--- config.mk ---
export PLATFORM = sky130hd
export DESIGN_NAME = pbus_sync_iface
export DESIGN_NICKNAME = d
export VERILOG_FILES = /design/src/rtl/pbus_sync_iface.sv
export SDC_FILE = /design/constraint.sdc
export NUM_CORES = 1
export LEC_CHECK = 0
export BUFFER_PORTS_ARGS = -buffer_cell sky130_fd_sc_hd__buf_2
export CORE_UTILIZATION = 51
export DETAILED_ROUTE_END_ITERATION = 8
export PLACE_DENSITY = 0.85
export SYNTH_ARGS = -nofsm -noshare
export SYNTH_HDL_FRONTEND = slang
export SYNTH_SLANG_ARGS = --single-unit
--- constraint.sdc ---
create_clock -name Clk -period 4.13 [get_ports Clk]
set_input_delay 0 -clock Clk [delete_from_list [all_inputs] [get_ports Clk]]
set_output_delay 0 -clock Clk [all_outputs]
set_load 0.005 [all_outputs]
--- src/rtl/pbus_sync_iface.sv ---
// PBus-to-synchronous bridge: latches address/data, holds RD/WR for a set number of cycles, four-phase Ready handshake.
// Optional feature macro PBUS_SYNC_EN: two-flop synchronizers on the host strobes.

module pbus_sync_iface #(
  parameter int unsigned ADDR_W    = 8,
  parameter int unsigned DATA_W    = 32,
  parameter int unsigned RD_CYCLES = 2,
  parameter int unsigned WR_CYCLES = 1
) (
  input  logic              Clk,
  input  logic              PBusResetN,
  input  logic              PBusRDN,
  input  logic              PBusWRN,
  input  logic [ADDR_W-1:0] PBusAddr,
  input  logic [DATA_W-1:0] PBusDataIn,
  output logic [DATA_W-1:0] PBusDataOut,
  output logic              PBusDataOE,
  output logic              PBusReadyN,
  output logic              Reset,
  output logic [ADDR_W-1:0] Addr,
  output logic [DATA_W-1:0] WData,
  input  logic [DATA_W-1:0] RData,
  output logic              RD,
  output logic              WR
);

  localparam int unsigned CNT_W = 4;

  typedef enum logic [1:0] {
    IDLE  = 2'd0,
    RDACT = 2'd1,
    WRACT = 2'd2,
    ACK   = 2'd3
  } state_e;

  state_e              state_q, state_d;
  logic [CNT_W-1:0]    cnt_q, cnt_d;
  logic                rd_q, rd_d;
  logic                wr_q, wr_d;
  logic                oe_q, oe_d;
  logic                rdy_n_q, rdy_n_d;
  logic [ADDR_W-1:0]   addr_q, addr_d;
  logic [DATA_W-1:0]   wdata_q, wdata_d;
  logic [DATA_W-1:0]   dout_q, dout_d;
  logic                rdn, wrn;

`ifdef PBUS_SYNC_EN
  logic [1:0] rdn_sync_q, wrn_sync_q;

  // Strobes idle high, so the synchronizers reset to 1
  always_ff @(posedge Clk or negedge PBusResetN) begin
    if (!PBusResetN) begin
      rdn_sync_q <= 2'b11;
      wrn_sync_q <= 2'b11;
    end else begin
      rdn_sync_q <= {rdn_sync_q[0], PBusRDN};
      wrn_sync_q <= {wrn_sync_q[0], PBusWRN};
    end
  end

  assign rdn = rdn_sync_q[1];
  assign wrn = wrn_sync_q[1];
`else
  assign rdn = PBusRDN;
  assign wrn = PBusWRN;
`endif

  // Next-state and registered-output logic
  always_comb begin
    state_d = state_q;
    cnt_d   = cnt_q;
    rd_d    = rd_q;
    wr_d    = wr_q;
    oe_d    = oe_q;
    rdy_n_d = rdy_n_q;
    addr_d  = addr_q;
    wdata_d = wdata_q;
    dout_d  = dout_q;

    case (state_q)
      IDLE: begin
        // Read has priority; a simultaneous write is dropped
        if (!rdn) begin
          addr_d  = PBusAddr;
          rd_d    = 1'b1;
          cnt_d   = CNT_W'(RD_CYCLES - 1);
          state_d = RDACT;
        end else if (!wrn) begin
          addr_d  = PBusAddr;
          wdata_d = PBusDataIn;
          wr_d    = 1'b1;
          cnt_d   = CNT_W'(WR_CYCLES - 1);
          state_d = WRACT;
        end
      end
      RDACT: begin
        if (cnt_q != '0) begin
          cnt_d = cnt_q - CNT_W'(1);
        end else begin
          rd_d    = 1'b0;
          dout_d  = RData;
          oe_d    = 1'b1;
          rdy_n_d = 1'b0;
          state_d = ACK;
        end
      end
      WRACT: begin
        if (cnt_q != '0) begin
          cnt_d = cnt_q - CNT_W'(1);
        end else begin
          wr_d    = 1'b0;
          rdy_n_d = 1'b0;
          state_d = ACK;
        end
      end
      ACK: begin
        // Hold Ready until the host has released both strobes
        if (rdn && wrn) begin
          rdy_n_d = 1'b1;
          oe_d    = 1'b0;
          state_d = IDLE;
        end
      end
      default: begin
        state_d = IDLE;
      end
    endcase
  end

  always_ff @(posedge Clk or negedge PBusResetN) begin
    if (!PBusResetN) begin
      state_q <= IDLE;
      cnt_q   <= '0;
      rd_q    <= 1'b0;
      wr_q    <= 1'b0;
      oe_q    <= 1'b0;
      rdy_n_q <= 1'b1;
      addr_q  <= '0;
      wdata_q <= '0;
      dout_q  <= '0;
    end else begin
      state_q <= state_d;
      cnt_q   <= cnt_d;
      rd_q    <= rd_d;
      wr_q    <= wr_d;
      oe_q    <= oe_d;
      rdy_n_q <= rdy_n_d;
      addr_q  <= addr_d;
      wdata_q <= wdata_d;
      dout_q  <= dout_d;
    end
  end

  assign PBusDataOut = dout_q;
  assign PBusDataOE  = oe_q;
  assign PBusReadyN  = rdy_n_q;
  assign Addr        = addr_q;
  assign WData       = wdata_q;
  assign RD          = rd_q;
  assign WR          = wr_q;
  assign Reset       = ~PBusResetN;

endmodule

# Word level (Yosys, flattened, before mapping)
# Cells that the tools add are included.
[classes]
add_sub_neg = 1
reduce_logical = 18
muxes = 22
bitwise_logic = 3
n_eq_ne = 13
[ops]
columns = ["cell", "n"]
rows = [
  ["$reduce_and 3->1", 6],
  ["$mux 8", 2],
  ["$ne 2x2->1 const B", 8],
  ["$mux 4", 3],
  ["$reduce_bool 2->1", 5],
  ["$mux 2", 4],
  ["$pmux 1 s2", 4],
  ["$pmux 4 s2", 1],
  ["$mux 1", 7],
  ["$pmux 2 s3", 1],
  ["$eq 2x2->1 const B", 2],
  ["$reduce_and 2->1", 2],
  ["$reduce_and 4->1", 1],
  ["$reduce_bool 4->1", 1],
  ["$sub 4x1->4 const B", 1],
  ["$ne 3x3->1 const B", 1],
  ["$not 1->1", 3],
  ["$eq 2x1->1 const B", 1],
  ["$logic_not 2->1", 1],
  ["$ne 2x1->1 const B", 1],
  ["$reduce_or 2->1", 1],
  ["$logic_and 1x1->1", 1],
]
[word_totals]
output_inout_bits = 77
in_bits = 76
ff_bits = 82
word_cells = 66

# Logic depth before layout (Yosys ltp)
[logic_depth]
ltp_word = 4
ltp_mapped = 8
ltp_nobuf = 6

# Worst setup path before layout
# Ideal clock, no wire load.
[synth_timing]
path_kind = "register to register"
startpoint = "register cnt_q[0]"
endpoint = "register dout_q[0] (netlist: PBusDataOut[0])"
path_stages_with_launch = 8
setup_ns = 0.125
synth_period_minus_slack_ns = 1.739
required_time_ns = 4.005
t_arrival_ns = 1.613
path_slack_ns = 2.391
path_buffers = 2
path_cell_list = "dfrtp_1 > inv_1 > ha_1 > nor3b_4 > and2_4 > buf_12 > buf_12 > mux2_4"
[synth_between]
elab_chain_cells = 3
[synth_rtl]
columns = ["item", "line", "text"]
rows = [
  ["start, declared", "37", "logic [CNT_W-1:0] cnt_q, cnt_d;"],
  ["start signal, assigned", "143", "cnt_q <= cnt_d;"],
  ["$reduce_bool 4->1", "97", "if (cnt_q != '0) begin"],
  ["$not 1->1 (no line)", "-", ""],
  ["$reduce_and 2->1 (no line)", "-", ""],
  ["end signal, assigned", "150", "dout_q <= dout_d;"],
  ["end, declared", "44", "logic [DATA_W-1:0] dout_q, dout_d;"],
]
# No other way between the ends.
# A chain may end at the register's enable or synchronous reset.

# Final worst setup path
[layout_timing]
startpoint = "register cnt_q[0]"
endpoint = "register dout_q[25] (netlist: PBusDataOut[25])"
# Same word-level chain as after synthesis.

==> metrics.cfg <==
[status]
status=finished, final reports clean

[clock_tree]
numClockSinks=82
ctsHtreeMaxLevel=3
clk-insertion-delay-late_ns=0.36
tritoncts_clock_tree=done
clk_root_buffer_cell=clkbuf_8
clk_pin_slew_ns=0.08
cts.path.max_buffers=2
cts_buf_count=9
post-cts-setup-buffers=0

[timing]
final_hold_violations=0
final_critical_path_setup_slack_ns=1.93
finalWorstPathRequiredPeriod_ns=2.20
final_min_period_over_clock_period=0.532
final_setup_tns_ns=0
maxSlewHeadroom=0.317
grt_setup_unrepaired=no
achievable-frequency_mhz=455
worst_clock_skew_ns=0.0129
hold_slack_ns=0.0906
report.final.slew_viol_count=0
timing_worst_slew_pin_value_ns=1.02
setup_viol=0

[place]
dpl_cell_area_um2=4300
detailedPlace.worstSlack_ns=1.98
place.detailed.instances=459
detailedPlacementHpwl_mm=5.30
port-buffer-count=152
finalWeightedCongestion=0.911

[route]
firstDrtPassIters=4
wire_per_inst_um=17.0
ant_nets=0
detailroute.via_count=2779
via_per_inst=5.08
drc=0
drt_iter0_markers=93
drt_wl_total_mm=9.29

[power]
pd_cells_nw_per_um2=714
leakage_power_figure_nw=2.64
ir_drop_mv=0.438
finalPower_mw=3.78

[global_route]
number_of_antenna_violations_at_the_first_check_in_global_routing=0
vias_in_the_first_global_route=2868
globalRouteTotalUtil=0.262
pin_count_of_the_biggest_net_entering_global_routing=84
grt_first_pass_wirelength_mm=14.3
grt-ovfl-total=0

[finish]
multi_input_area_um2=1340
final_nets=546
insertedDiodeCount=0
fillcell_total=404
flow.area_growth_from_synthesis_pct=49.5
finalNonFillerCells=547
layout-drive-gt1-share=0.525
utilization=0.784
final_cell_area_um2=5300
regArea_um2=2050

[die]
placeableCoreArea_um2=6760
placement_rows=30
initial_core_util=0.524
die_ar_um2=7280
die_height_um=85.3
dieWidth_um=85.3
io_pins=153

[critical_path]
crit_required_ns=4.37
worst_ep_arrival_time_ns=2.44
cp-start-kind=flop
critPathKind=flop to flop
cp_max_fo=34
timing.critical_path.to_type=flop

[yosys]
ys.warnings.count=0
synthDistinctLibCells=34
synth_top_area_cell=dfrtp_1
synth_area_per_cell_um2=15.0
area_fraction_of_the_dominant_cell_type_after_synthesis=0.572
yosys_register_bits=82
syn_inst=236
netlist_top_cells_area=dfrtp_1, mux2_2, mux2_4
synth_area_um2=3540
proportion_of_synthesized_chip_area_in_sequential_cells=0.580
mappedNetlistNets=319

[run]
cap_violations=0

[min_path]
worstHoldPathType=primary input to flop

[cell families (layout without fill, tap and decap cells)]
logic type | Yosys count | after routing | synth area share
AO/OA/AOI/OAI | 29 | 29 | 0.0516
adder cells (fa/ha/maj) | 7 | 7 | 0.0247
buffers and inverters | 20 | 251 | 0.0413
flip-flops | 82 | 82 | 0.580
multiplexers | 73 | 73 | 0.261
AND/OR/NAND/NOR | 25 | 25 | 0.0410
[sequential cells by signal, summed over array words and instances, names as in the netlist]
name and flops:
PBusDataOut 32, state_q 2, PBusDataOE 1, WR 1, cnt_q 4, WData 32
Addr 8, PBusReadyN 1, RD 1
[layer usage]
layer,part of all wire,track usage,up-vias
li1,-,-,1289
met5,0,0,-
met1,0.37,0.281,1358
met4,0.027,0.118,0
met2,0.55,0.490,109
met3,0.059,0.0613,23
[worst paths after layout]
kind,end,slack (ns),start,cells past startpoint
max,PBusDataOut[25]$_DFFE_PN0P_,1.93,cnt_q[0]$_DFFE_PN0P_,5
min,RD$_DFFE_PN0P_,0.09,PBusRDN,3
max reg2reg,PBusDataOut[25]$_DFFE_PN0P_,1.93,cnt_q[0]$_DFFE_PN0P_,5
min reg2reg,Addr[5]$_DFFE_PN0P_,0.51,Addr[5]$_DFFE_PN0P_,1
max in group asynchronous,state_q[0]$_DFFE_PN0P_,3.09,PBusResetN,2
min in group asynchronous,PBusDataOut[5]$_DFFE_PN0P_,0.37,PBusResetN,2
[layout make-up]
type,count,share of cell area
flip-flops and latches,82,0.388
repair buffers,226,0.284
multi-input cells,134,0.253
clock inverters,6,0.0260
clock buffers,9,0.0234
well taps,80,0.0189
inverters,10,0.00709
[cell usage in the layout (no fill, tap or decap), drive strengths merged, types with 4 or more instances in the layout]
master and n:
dlygate4sd3 73, ha 7, a21oi 12, nand2 4, inv 12, bufinv 4, o22ai 4, buf 153
nor2 7, mux2 72, o21ai 4, clkbuf 9, dfrtp 81
[critical path, stage by stage, from the launching register on]
cell and delay, ns:
dfrtp_1 0.45, inv_1 0.12, ha_1 0.18, nor3b_4 0.31, and2_4 0.59, mux2_2 0.41
[where the power goes]
group	internal [mW]	switching [mW]
clock network	0.464	0.291
registers	1.21	0.241
logic	0.902	0.673
total	2.57	1.21
[cell usage after synthesis]
cell type  instances
a21oi_2            1
nor4_1             1
or3b_2             1
o22ai_1            4
nand2b_1           1
nor2_1             7
o2111ai_1          1
nand3b_1           2
o31ai_1            1
and2b_1            1
a21o_1             2
nor3_1             2
clkbuf_1           1
and3_1             1
nand2_1            4
buf_12             4
o32a_1             1
and2_4             1
o21ai_0            4
a22oi_1            2
ha_1               7
mux2i_1            1
dfrtp_1           81
inv_1             10
a21oi_1           11
nand3_1            2
mux2_2            44
dfstp_2            1
buf_2              5
nor2b_1            1
o311ai_0           1
mux2_4            28
nor3b_4            1
o221ai_1           1
[repair_timing]
action / CTS / global route
endpoints found under the setup margin: 0 / 0
resized for setup: 0 / 0
hold buffers: 73 / 0
hold endpoints to repair: 153 / 0
(Power assumes the default switching activity.)
